--- src/rtl/pdm_mic_capture_ctrl_pkg.sv ---
// -----------------------------------------------------------------------------
// pdm_pkg
// Shared types and helpers for the dual-microphone PDM capture controller.
//   pdm_state_e : controller state encoding (IDLE, WAKE, RUN)
//   DROP_CNT_W  : width of the optional dropped-pair counter
//   cnt_width() : minimum counter width able to hold 0..n-1
// -----------------------------------------------------------------------------
package pdm_pkg;

    typedef enum logic [1:0] {
        ST_IDLE = 2'd0,
        ST_WAKE = 2'd1,
        ST_RUN  = 2'd2
    } pdm_state_e;

    localparam int DROP_CNT_W = 16;

    // Width needed for a counter running 0..n-1 (never less than one bit).
    function automatic int cnt_width(input int n);
        int w_v;
        if (n > 1) begin
            w_v = $clog2(n);
        end else begin
            w_v = 1;
        end
        return w_v;
    endfunction

endpackage

--- src/rtl/pdm_mic_capture_ctrl_if.sv ---
// -----------------------------------------------------------------------------
// pdm_mic_capture_ctrl_if
// Word-pair output handshake from the capture controller to decimation.
//   out_data0 : channel 0 word (bits sampled while pdm_clk is high)
//   out_data1 : channel 1 word (bits sampled while pdm_clk is low)
//   out_valid : word pair available
//   out_ready : consumer accepts the pair
// Modports: master (controller side), slave (consumer side).
// -----------------------------------------------------------------------------
interface pdm_mic_capture_ctrl_if #(
    parameter int WORD_BITS = 16
) ();
    logic [WORD_BITS-1:0] out_data0;
    logic [WORD_BITS-1:0] out_data1;
    logic                 out_valid;
    logic                 out_ready;

    modport master (
        output out_data0,
        output out_data1,
        output out_valid,
        input  out_ready
    );

    modport slave (
        input  out_data0,
        input  out_data1,
        input  out_valid,
        output out_ready
    );
endinterface

--- src/rtl/pdm_mic_capture_ctrl_clk_gen.sv ---
// -----------------------------------------------------------------------------
// pdm_clk_gen
// Phase counter and registered PDM clock, plus sample strobes.
//   clk, rst      : system clock, synchronous active-high reset
//   run_i         : controller will be in WAKE/RUN next cycle
//   pdm_clk_o     : registered PDM clock, high for phase < CLK_DIV/2
//   ch0_stb_o     : last high cycle of the PDM period (ch0 sample point)
//   ch1_stb_o     : last low cycle of the PDM period (ch1 sample point)
//   period_end_o  : period boundary (same cycle as ch1_stb_o)
// run_i is the controller's next-state view so that the first active cycle
// already shows phase 0 with pdm_clk high.
// -----------------------------------------------------------------------------
module pdm_clk_gen
    import pdm_pkg::*;
#(
    parameter int CLK_DIV = 16
) (
    input  logic clk,
    input  logic rst,
    input  logic run_i,
    output logic pdm_clk_o,
    output logic ch0_stb_o,
    output logic ch1_stb_o,
    output logic period_end_o
);
    localparam int PW = cnt_width(CLK_DIV);
    localparam logic [PW-1:0] PH_ZERO = PW'(0);
    localparam logic [PW-1:0] PH_ONE  = PW'(1);
    localparam logic [PW-1:0] PH_LAST = PW'(CLK_DIV - 1);
    localparam logic [PW-1:0] PH_HALF = PW'(CLK_DIV / 2);
    localparam logic [PW-1:0] PH_CH0  = PW'(CLK_DIV / 2 - 1);

    logic [PW-1:0] phase_q, phase_d;
    logic          run_q;
    logic          pdm_clk_q, pdm_clk_d;

    // Next phase: hold 0 when stopped or on the first active cycle, else wrap-count.
    always_comb begin
        phase_d = PH_ZERO;
        if (run_i && run_q) begin
            if (phase_q == PH_LAST) begin
                phase_d = PH_ZERO;
            end else begin
                phase_d = phase_q + PH_ONE;
            end
        end else begin
            phase_d = PH_ZERO;
        end
        pdm_clk_d = run_i && (phase_d < PH_HALF);
    end

    // Phase, run flag and PDM clock registers.
    always_ff @(posedge clk) begin
        if (rst) begin
            phase_q   <= PH_ZERO;
            run_q     <= 1'b0;
            pdm_clk_q <= 1'b0;
        end else begin
            phase_q   <= phase_d;
            run_q     <= run_i;
            pdm_clk_q <= pdm_clk_d;
        end
    end

    assign pdm_clk_o    = pdm_clk_q;
    assign ch0_stb_o    = run_q && (phase_q == PH_CH0);
    assign ch1_stb_o    = run_q && (phase_q == PH_LAST);
    assign period_end_o = run_q && (phase_q == PH_LAST);

endmodule

--- src/rtl/pdm_mic_capture_ctrl.sv ---
// -----------------------------------------------------------------------------
// pdm_mic_capture_ctrl
// Dual-microphone PDM capture: generates the PDM clock, waits for the mics to
// settle, captures ch0 (clock high) and ch1 (clock low) bits from the shared
// data line, packs them into words and offers word pairs downstream.
//   clk, rst      : system clock, synchronous active-high reset
//   enable        : run request (sampled at PDM period boundaries when active)
//   pdm_clk       : registered PDM clock to the microphones
//   pdm_data      : shared DDR data line, already synchronised to clk
//   out_if        : word-pair valid/ready handshake (master modport)
//   overflow      : sticky, set when a completed pair is dropped
//   overflow_clr  : clears overflow (a same-cycle drop wins)
//   busy          : high in WAKE and RUN
//   drop_cnt      : saturating dropped-pair count, present only when the
//                   PDM_DROP_CNT_EN macro is defined
// -----------------------------------------------------------------------------
module pdm_mic_capture_ctrl
    import pdm_pkg::*;
#(
    parameter int CLK_DIV     = 16,
    parameter int WORD_BITS   = 16,
    parameter int WAKE_CYCLES = 1024
) (
    input  logic                  clk,
    input  logic                  rst,
    input  logic                  enable,
    output logic                  pdm_clk,
    input  logic                  pdm_data,
    pdm_mic_capture_ctrl_if.master out_if,
    output logic                  overflow,
    input  logic                  overflow_clr,
    output logic                  busy
`ifdef PDM_DROP_CNT_EN
    ,
    output logic [DROP_CNT_W-1:0] drop_cnt
`endif
);
    localparam int WW = cnt_width(WAKE_CYCLES);
    localparam int BW = cnt_width(WORD_BITS);
    localparam logic [WW-1:0] WAKE_ZERO = WW'(0);
    localparam logic [WW-1:0] WAKE_ONE  = WW'(1);
    localparam logic [WW-1:0] WAKE_LAST = WW'(WAKE_CYCLES - 1);
    localparam logic [BW-1:0] BIT_ZERO  = BW'(0);
    localparam logic [BW-1:0] BIT_ONE   = BW'(1);
    localparam logic [BW-1:0] BIT_LAST  = BW'(WORD_BITS - 1);
    localparam logic [WORD_BITS-1:0] WORD_ZERO = WORD_BITS'(0);

    pdm_state_e           state_q, state_d;
    logic [WW-1:0]        wake_cnt_q, wake_cnt_d;
    logic [BW-1:0]        bit_cnt_q, bit_cnt_d;
    logic [WORD_BITS-1:0] sh0_q, sh0_d;
    logic [WORD_BITS-1:0] sh1_q, sh1_d;
    logic [WORD_BITS-1:0] dout0_q, dout0_d;
    logic [WORD_BITS-1:0] dout1_q, dout1_d;
    logic                 valid_q, valid_d;
    logic                 ovf_q, ovf_d;
    logic                 busy_q, busy_d;
`ifdef PDM_DROP_CNT_EN
    logic [DROP_CNT_W-1:0] drop_cnt_q, drop_cnt_d;
`endif

    logic run_s;
    logic ch0_stb_s;
    logic ch1_stb_s;
    logic period_end_s;
    logic word_done_s;
    logic drop_s;

    assign run_s = (state_d != ST_IDLE);

    pdm_clk_gen #(
        .CLK_DIV (CLK_DIV)
    ) u_clk_gen (
        .clk          (clk),
        .rst          (rst),
        .run_i        (run_s),
        .pdm_clk_o    (pdm_clk),
        .ch0_stb_o    (ch0_stb_s),
        .ch1_stb_o    (ch1_stb_s),
        .period_end_o (period_end_s)
    );

    // State register.
    always_ff @(posedge clk) begin
        if (rst) begin
            state_q <= ST_IDLE;
        end else begin
            state_q <= state_d;
        end
    end

    // Next-state logic; enable only matters at period boundaries once active.
    always_comb begin
        state_d = state_q;
        case (state_q)
            ST_IDLE: begin
                if (enable) begin
                    state_d = ST_WAKE;
                end else begin
                    state_d = ST_IDLE;
                end
            end
            ST_WAKE: begin
                if (period_end_s) begin
                    if (!enable) begin
                        state_d = ST_IDLE;
                    end else if (wake_cnt_q == WAKE_LAST) begin
                        state_d = ST_RUN;
                    end else begin
                        state_d = ST_WAKE;
                    end
                end else begin
                    state_d = ST_WAKE;
                end
            end
            ST_RUN: begin
                if (period_end_s && !enable) begin
                    state_d = ST_IDLE;
                end else begin
                    state_d = ST_RUN;
                end
            end
            default: begin
                state_d = ST_IDLE;
            end
        endcase
    end

    // Output/datapath logic: counters, shifters, output pair and flags.
    always_comb begin
        wake_cnt_d = wake_cnt_q;
        bit_cnt_d  = bit_cnt_q;
        sh0_d      = sh0_q;
        sh1_d      = sh1_q;
        dout0_d    = dout0_q;
        dout1_d    = dout1_q;
        valid_d    = valid_q;
        drop_s     = 1'b0;
        busy_d     = (state_d != ST_IDLE);

        // The final ch1 bit arrives in the boundary cycle itself, so it is
        // appended to the shifter contents when the word is handed off.
        word_done_s = (state_q == ST_RUN) && period_end_s && (bit_cnt_q == BIT_LAST);

        case (state_q)
            ST_IDLE: begin
                wake_cnt_d = WAKE_ZERO;
                bit_cnt_d  = BIT_ZERO;
                sh0_d      = WORD_ZERO;
                sh1_d      = WORD_ZERO;
            end
            ST_WAKE: begin
                if (period_end_s) begin
                    if (state_d == ST_WAKE) begin
                        wake_cnt_d = wake_cnt_q + WAKE_ONE;
                    end else begin
                        wake_cnt_d = WAKE_ZERO;
                    end
                end else begin
                    wake_cnt_d = wake_cnt_q;
                end
                bit_cnt_d = BIT_ZERO;
                sh0_d     = WORD_ZERO;
                sh1_d     = WORD_ZERO;
            end
            ST_RUN: begin
                if (ch0_stb_s) begin
                    sh0_d = {sh0_q[WORD_BITS-2:0], pdm_data};
                end else begin
                    sh0_d = sh0_q;
                end
                if (ch1_stb_s) begin
                    sh1_d = {sh1_q[WORD_BITS-2:0], pdm_data};
                end else begin
                    sh1_d = sh1_q;
                end
                if (period_end_s) begin
                    if (bit_cnt_q == BIT_LAST) begin
                        bit_cnt_d = BIT_ZERO;
                    end else begin
                        bit_cnt_d = bit_cnt_q + BIT_ONE;
                    end
                end else begin
                    bit_cnt_d = bit_cnt_q;
                end
                // Leaving RUN throws away any partial word.
                if (state_d == ST_IDLE) begin
                    bit_cnt_d = BIT_ZERO;
                    sh0_d     = WORD_ZERO;
                    sh1_d     = WORD_ZERO;
                end else begin
                    wake_cnt_d = WAKE_ZERO;
                end
            end
            default: begin
                wake_cnt_d = WAKE_ZERO;
                bit_cnt_d  = BIT_ZERO;
                sh0_d      = WORD_ZERO;
                sh1_d      = WORD_ZERO;
            end
        endcase

        // A completing word loads only if the output slot is free or being
        // emptied this very cycle; otherwise the held pair wins.
        if (word_done_s) begin
            if (!valid_q || out_if.out_ready) begin
                dout0_d = sh0_q;
                dout1_d = {sh1_q[WORD_BITS-2:0], pdm_data};
                valid_d = 1'b1;
            end else begin
                valid_d = 1'b1;
                drop_s  = 1'b1;
            end
        end else if (valid_q && out_if.out_ready) begin
            valid_d = 1'b0;
        end else begin
            valid_d = valid_q;
        end

        if (drop_s) begin
            ovf_d = 1'b1;
        end else if (overflow_clr) begin
            ovf_d = 1'b0;
        end else begin
            ovf_d = ovf_q;
        end

`ifdef PDM_DROP_CNT_EN
        if (drop_s) begin
            if (overflow_clr) begin
                drop_cnt_d = 16'd1;
            end else if (drop_cnt_q != 16'hFFFF) begin
                drop_cnt_d = drop_cnt_q + 16'd1;
            end else begin
                drop_cnt_d = drop_cnt_q;
            end
        end else if (overflow_clr) begin
            drop_cnt_d = 16'd0;
        end else begin
            drop_cnt_d = drop_cnt_q;
        end
`endif
    end

    // Datapath and output registers.
    always_ff @(posedge clk) begin
        if (rst) begin
            wake_cnt_q <= WAKE_ZERO;
            bit_cnt_q  <= BIT_ZERO;
            sh0_q      <= WORD_ZERO;
            sh1_q      <= WORD_ZERO;
            dout0_q    <= WORD_ZERO;
            dout1_q    <= WORD_ZERO;
            valid_q    <= 1'b0;
            ovf_q      <= 1'b0;
            busy_q     <= 1'b0;
`ifdef PDM_DROP_CNT_EN
            drop_cnt_q <= 16'd0;
`endif
        end else begin
            wake_cnt_q <= wake_cnt_d;
            bit_cnt_q  <= bit_cnt_d;
            sh0_q      <= sh0_d;
            sh1_q      <= sh1_d;
            dout0_q    <= dout0_d;
            dout1_q    <= dout1_d;
            valid_q    <= valid_d;
            ovf_q      <= ovf_d;
            busy_q     <= busy_d;
`ifdef PDM_DROP_CNT_EN
            drop_cnt_q <= drop_cnt_d;
`endif
        end
    end

    assign out_if.out_data0 = dout0_q;
    assign out_if.out_data1 = dout1_q;
    assign out_if.out_valid = valid_q;
    assign overflow         = ovf_q;
    assign busy             = busy_q;
`ifdef PDM_DROP_CNT_EN
    assign drop_cnt         = drop_cnt_q;
`endif

endmodule

--- src/flat_wrapper.sv ---
// flat-port wrapper written by rule: the top's interface ports become plain ports
module pdm_mic_capture_ctrl_flat import pdm_pkg::*;
#(
    parameter int CLK_DIV     = 16,
    parameter int WORD_BITS   = 16,
    parameter int WAKE_CYCLES = 1024
)
  (clk, rst, enable, pdm_clk, pdm_data, overflow, overflow_clr, busy, out_if_out_data0, out_if_out_data1, out_if_out_valid, out_if_out_ready);
  pdm_mic_capture_ctrl_if #(.WORD_BITS(WORD_BITS)) out_if_i ();
  input  logic clk;
  input  logic rst;
  input  logic enable;
  output logic pdm_clk;
  input  logic pdm_data;
  output logic overflow;
  input  logic overflow_clr;
  output logic busy;
  output wire logic [$bits(out_if_i.out_data0)-1:0] out_if_out_data0;
  output wire logic [$bits(out_if_i.out_data1)-1:0] out_if_out_data1;
  output wire logic [$bits(out_if_i.out_valid)-1:0] out_if_out_valid;
  input wire logic [$bits(out_if_i.out_ready)-1:0] out_if_out_ready;
  assign out_if_out_data0 = out_if_i.out_data0;
  assign out_if_out_data1 = out_if_i.out_data1;
  assign out_if_out_valid = out_if_i.out_valid;
  assign out_if_i.out_ready = out_if_out_ready;
  pdm_mic_capture_ctrl #(.CLK_DIV(CLK_DIV), .WORD_BITS(WORD_BITS), .WAKE_CYCLES(WAKE_CYCLES)) u_core (.clk(clk), .rst(rst), .enable(enable), .pdm_clk(pdm_clk), .pdm_data(pdm_data), .out_if(out_if_i), .overflow(overflow), .overflow_clr(overflow_clr), .busy(busy));
endmodule
--- config.mk ---
export PLATFORM = sky130hd
export DESIGN_NAME = pdm_mic_capture_ctrl_flat
export DESIGN_NICKNAME = d
export VERILOG_FILES = /design/src/rtl/pdm_mic_capture_ctrl_pkg.sv /design/src/rtl/pdm_mic_capture_ctrl_if.sv /design/src/rtl/pdm_mic_capture_ctrl_clk_gen.sv /design/src/rtl/pdm_mic_capture_ctrl.sv /design/src/flat_wrapper.sv
export SDC_FILE = /design/constraint.sdc
export NUM_CORES = 1
export LEC_CHECK = 0
export CAP_MARGIN = 25
export CORE_MARGIN = 8
export CORE_UTILIZATION = 55
export DETAILED_ROUTE_END_ITERATION = 10
export HOLD_SLACK_MARGIN = 0.02
export PLACE_DENSITY = 0.79
export RECOVER_POWER = 25
export SETUP_SLACK_MARGIN = 0.15
export SYNTH_ARGS = -nofsm -noshare
export SYNTH_HDL_FRONTEND = slang
export SYNTH_SLANG_ARGS = --single-unit
export TNS_END_PERCENT = 50
--- constraint.sdc ---
create_clock -name clk -period 2.1 [get_ports clk]
set_input_delay 0.315 -clock clk [delete_from_list [all_inputs] [get_ports clk]]
set_output_delay 0.315 -clock clk [all_outputs]
set_load 0.02 [all_outputs]
# == After elaboration in Yosys (flattened, before gate mapping) ==
# Cells that the tools add are included.
# word_totals
register_bits,87
input_bits,6
output_inout_bits,36
wordCells,64
# op_classes
add_sub_neg,3
n_lt_le_gt_ge,1
eq_ne,9
mux,19
bitwise_logic,1
reduce_logical,19
# op_table
op,n
$mux 10,3
$pmux 10 s2,1
$mux 4,3
$add 10x1->10 const B,1
$eq 10x10->1 const B,1
$add 4x1->4 const B,2
$eq 4x4->1 const B,2
$logic_and 1x1->1,8
$mux 2,4
$mux 1,7
$pmux 2 s3,1
$reduce_bool 2->1,3
$eq 2x1->1 const B,2
$eq 4x3->1 const B,1
$logic_not 2->1,2
$lt 4x4->1 const B,1
$reduce_and 2->1,2
$reduce_or 3->1,1
$eq 2x2->1 const B,1
$logic_not 1->1,2
$ne 2x1->1 const B,1
$ne 2x2->1 const B,1
$logic_or 1x1->1,1
$not 1->1,1

# == Logic depth before layout (Yosys ltp) ==
# depth
ltp_word,10
ltp_mapped,8
depth_no_buf,5

# == By module ==
# From an unflattened synthesis, not the netlist that was laid out.
# hier_totals
hier_cells,392
hier_area_um2,3460.8
# by_module_without_submodules
mod,instances,cells_per_inst,area_each_um2,seq_area_each_um2
pdm_mic_capture_ctrl,1,364,3200.6,1641.6
pdm_clk_gen,1,28,260.2,120.1

# == Least setup slack after synthesis ==
# OpenSTA, ideal clock, no wires.
# synth_path
path_type,register -> register
from,register u_core.u_clk_gen.phase_q[0]
to,register u_core.wake_cnt_q[5]
setup_ns,0.122
arrival_ns,1.572
required_time_ns,1.978
path_slack_ns,0.406
stages_incl_launch_ff,7
path_buffers,1
synth_period_minus_slack_ns,1.694
cell_sequence,dfxtp_1 ha_1 and4_1 buf_6 mux2i_1 nor4_1 a311o_1
# synth_via
elab_chain_cells,9
word_cells_on_any_way,14
classes_between,eq/ne (4); mux (6); reduce/logical (4)
# synth_rtl
element,line_no,source
from (decl),pdm_mic_capture_ctrl_clk_gen.sv:33,"logic [PW-1:0] phase_q, phase_d;"
from (signal assigned),pdm_mic_capture_ctrl_clk_gen.sv:59,phase_q <= phase_d;
$eq 4x4->1 (*),pdm_mic_capture_ctrl_clk_gen.sv:68,assign period_end_o = run_q && (phase_q == PH_LAST);
$logic_and 1x1->1 (*),pdm_mic_capture_ctrl_clk_gen.sv:68,
$logic_and 1x1->1,pdm_mic_capture_ctrl.sv:117,if (period_end_s && !enable) begin
$mux 2,pdm_mic_capture_ctrl.sv:117,
$pmux 2 s3,pdm_mic_capture_ctrl.sv:95,case (state_q)
$eq 2x1->1,pdm_mic_capture_ctrl.sv:154,if (state_d == ST_WAKE) begin
$mux 10,pdm_mic_capture_ctrl.sv:154,
$mux 10,pdm_mic_capture_ctrl.sv:153,if (period_end_s) begin
$pmux 10 s2,pdm_mic_capture_ctrl.sv:145,case (state_q)
to (signal assigned),pdm_mic_capture_ctrl.sv:261,wake_cnt_q <= wake_cnt_d;
to (decl),pdm_mic_capture_ctrl.sv:49,"logic [WW-1:0] wake_cnt_q, wake_cnt_d;"
# Every way passes the cells marked *; elsewhere a longest branch is shown, timed or not. The select of a mux whose other input is x is not followed.
# A chain may end at the register's enable or synchronous reset.

# == Final worst setup path ==
# layout_path
from,register u_core.u_clk_gen.phase_q[0]
to,"register u_core.dout0_q[6], in the netlist u_core.out_if.out_data0[6]"
# layout_via
elab_chain_cells,5
# layout_rtl
element,line_no,source
$eq 4x4->1,pdm_mic_capture_ctrl_clk_gen.sv:68,
$logic_and 1x1->1,pdm_mic_capture_ctrl_clk_gen.sv:68,
$logic_and 1x1->1 (2 in series),pdm_mic_capture_ctrl.sv:143,word_done_s = (state_q == ST_RUN) && period_end_s && (bit_cnt_q == BIT_LAST);
$reduce_and 2->1 (no source line),--,
to (signal assigned),pdm_mic_capture_ctrl.sv:265,dout0_q <= dout0_d;
to (decl),pdm_mic_capture_ctrl.sv:53,"logic [WORD_BITS-1:0] dout0_q, dout0_d;"
# Every way passes these cells.

==> metrics <==
Synth Warn # 0; status completed; Max Clk Rate 0.562 GHz; highest metal used met4; P per Cell Area 706 nW/µm²; Yosys reg bits 87; M1 WL 3100 µm; CP Launch Type flip-flop; drt total wl 7170 µm; met2 wire length 3540 µm; number of global-route vias before repair 2832; Ports 42; Pre-antenna DRT Iters 5; # DRC 0; crit share post-route 84.7%; worst endpoint required time 2390 ps; CTS max path bufs 2; core area 6200 µm²; Via density 5.46; gr ovfl total 0; PortBufs 41; Place WS 210 ps; FFs w/ async S/R, synth 0%; Least-Margin Pin Slew 369 ps; Synth Cell Area 3440 µm²; setup bufs post-CTS 0; Placer Congestion 0.835; row cnt 29; CTS root buf clkbuf_8; sequential area share after synthesis 50.7%; max-slew violations 0; Die Ht 95.1 µm; peak supply drop 0.431 mV; die footprint 9030 µm²; WS Path Type flip-flop to flip-flop; mean post-synth cell area 8.01 µm²; Distinct cells, synth 46; antenna cells 0; share of layout cells above drive strength 1 7.61%; Hold WS 452 ps; Horiz. Die Dim 95.1 µm; dpl cells 534; drt wl/cell 13.0 µm; endpoints failing hold 0; antenna violations before repair 0; Crit. End Element flip-flop; total design power 0.00293 W; maxcap violations 0; Finish-stage setup viols 0; crit path DAT 2070 ps; setup_tns 0 ps; Reg2Reg Setup Slack 320 ps; vias after detailed routing 3003; worst setup margin 322 ps; GRT Total Usage 17.4%; Clock Latency Late Sink 360 ps; crit-path max FO 32; CTS sink count 87; Primary FF master, synth dfxtp_1; Clock Skews 6.52 ps; initial cell density of the core 55.4%; clock slew at reported path FFs 90 ps; Post-DRT Antenna Nets 0; Net Count, Synth 438; hold_buf cts 0; global-route wire length before repair 12500 µm; largest net degree at the start of global routing 36; unrepaired setup endpoints after global routing no; Final #Nets 477; metal3 WL 397 µm; DR iter-0 viols 179; Period minus WS final 1780 ps; Post-synth EDFFs 0; leakage power 1.42 nW; Mapped Cells 429; area grow syn2layout 20.9%; Finished Layout Cells 550; Final HPWL DP 4890 µm; number of CTS-inserted buffers 9; Slew headroom 75.4%; H-Tree Level Count 3; post-cts sizing count 0; CTS tree done; hold crit path type flip-flop to flip-flop
-- cell type report --
class | count | area, µm²
Multi-Input combinational cell | 306 | 1530
Timing Repair Buffer | 57 | 556
Clock inverter | 6 | 66.3
Fill cell | 518 | 2050
Clock buffer | 10 | 138
Tap cell | 77 | 96.3
Sequential cell | 87 | 1740
Inverter | 7 | 26.3
-- power by group --
group          internal [W]  total (W)  switching (W)  leakage (nW)
Combinational     0.0000316  0.0000768      0.0000452         0.616
Clock              0.000589    0.00119       0.000606         0.107
Sequential          0.00165    0.00166     0.00000711         0.701
Total               0.00227    0.00293       0.000658          1.42
-- metrics by stage --
step	util (%)	cell area [µm²]
after floorplan	-	3440
after detailed placement	63.6	3950
after CTS	66.9	4150
final	66.9	4150
after global routing	66.9	4150
after global placement	63.6	3950
-- final timing paths --
path,end,startpoint,depth (start not counted)
max reg2reg,u_core.out_if.out_data0[6]$_SDFFE_PP0P_,u_core.u_clk_gen.phase_q[0]$_SDFF_PP0_,7
min,u_core.out_if.out_data0[9]$_SDFFE_PP0P_,u_core.out_if.out_data0[9]$_SDFFE_PP0P_,2
max,u_core.out_if.out_data0[6]$_SDFFE_PP0P_,u_core.u_clk_gen.phase_q[0]$_SDFF_PP0_,7
min reg2reg,u_core.out_if.out_data0[9]$_SDFFE_PP0P_,u_core.out_if.out_data0[9]$_SDFFE_PP0P_,2
-- layer usage --
metal  global-route usage (%)  up-vias
met5                        0        -
met3                     4.80       13
met4                     8.58        0
met1                     19.6     1393
li1                         -     1533
met2                     29.5       64
-- kinds of logic (layout without fill, tap and decap cells) --
logic type,after synthesis,in the layout,synth area share (%)
AO/OA/AOI/OAI,99,99,16.1
XOR/XNOR,3,3,0.765
adder cells (fa/ha/maj),3,3,1.09
buffers and inverters,36,80,4.95
flip-flops,87,87,50.7
multiplexers,3,3,0.874
AND/OR/NAND/NOR,198,198,25.6
-- cell usage after synthesis, drive strengths merged, types with 2 or more instances --
cell | n | share of area (%)
and3 | 2 | 0.36
and4 | 4 | 1.0
or3 | 5 | 0.91
inv | 7 | 0.76
mux2i | 3 | 0.87
nand2 | 137 | 15
ha | 3 | 1.1
nand3 | 8 | 1.2
and2 | 2 | 0.36
clkbuf | 17 | 1.9
xor2 | 2 | 0.51
nor3 | 4 | 0.58
buf | 12 | 2.3
nor2b | 2 | 0.36
dfxtp | 87 | 51
a31o | 2 | 0.51
nand4 | 5 | 1.1
a31oi | 2 | 0.36
nor4 | 3 | 0.55
nand2b | 2 | 0.36
nor4b | 2 | 0.51
or3b | 2 | 0.51
a41o | 2 | 0.58
nor2 | 15 | 1.6
a211oi | 2 | 0.44
a21oi | 75 | 11
o21ai | 7 | 1.0
-- flip-flops by register name, indices dropped and copies added (netlist names) --
register                    count
u_core.out_if.out_data0        16
u_core.out_if.out_data1        16
u_core.sh0_q                   16
u_core.sh1_q                   15
u_core.wake_cnt_q              10
u_core.bit_cnt_q                4
u_core.u_clk_gen.phase_q        4
u_core.state_q                  2
u_core.busy                     1
u_core.out_if.out_valid         1
u_core.overflow                 1
u_core.u_clk_gen.pdm_clk_o      1
-- worst max-delay path, cell delays in order, from the launching register on --
cell and delay (ps):
dfxtp_1 390, ha_1 180, and4_1 250, buf_4 230, and4_1 260, buf_12 190
nand2_1 80, a21oi_1 120
-- layout by cell type, fill, tap and decap left out, drive strengths merged, types with 4 or more instances in the layout --
cell / Yosys / layout
clkdlybuf4s50: 0 / 19
clkbuf: 17 / 10
buf: 12 / 16
o21ai: 7 / 7
nor2: 15 / 15
dlygate4sd3: 0 / 22
nand2: 137 / 137
nor3: 4 / 4
dfxtp: 87 / 87
nand4: 5 / 5
inv: 7 / 9
or3: 5 / 5
and4: 4 / 4
a21oi: 75 / 75
nand3: 8 / 8
No activity file was read; power rests on OpenSTA's default activity.
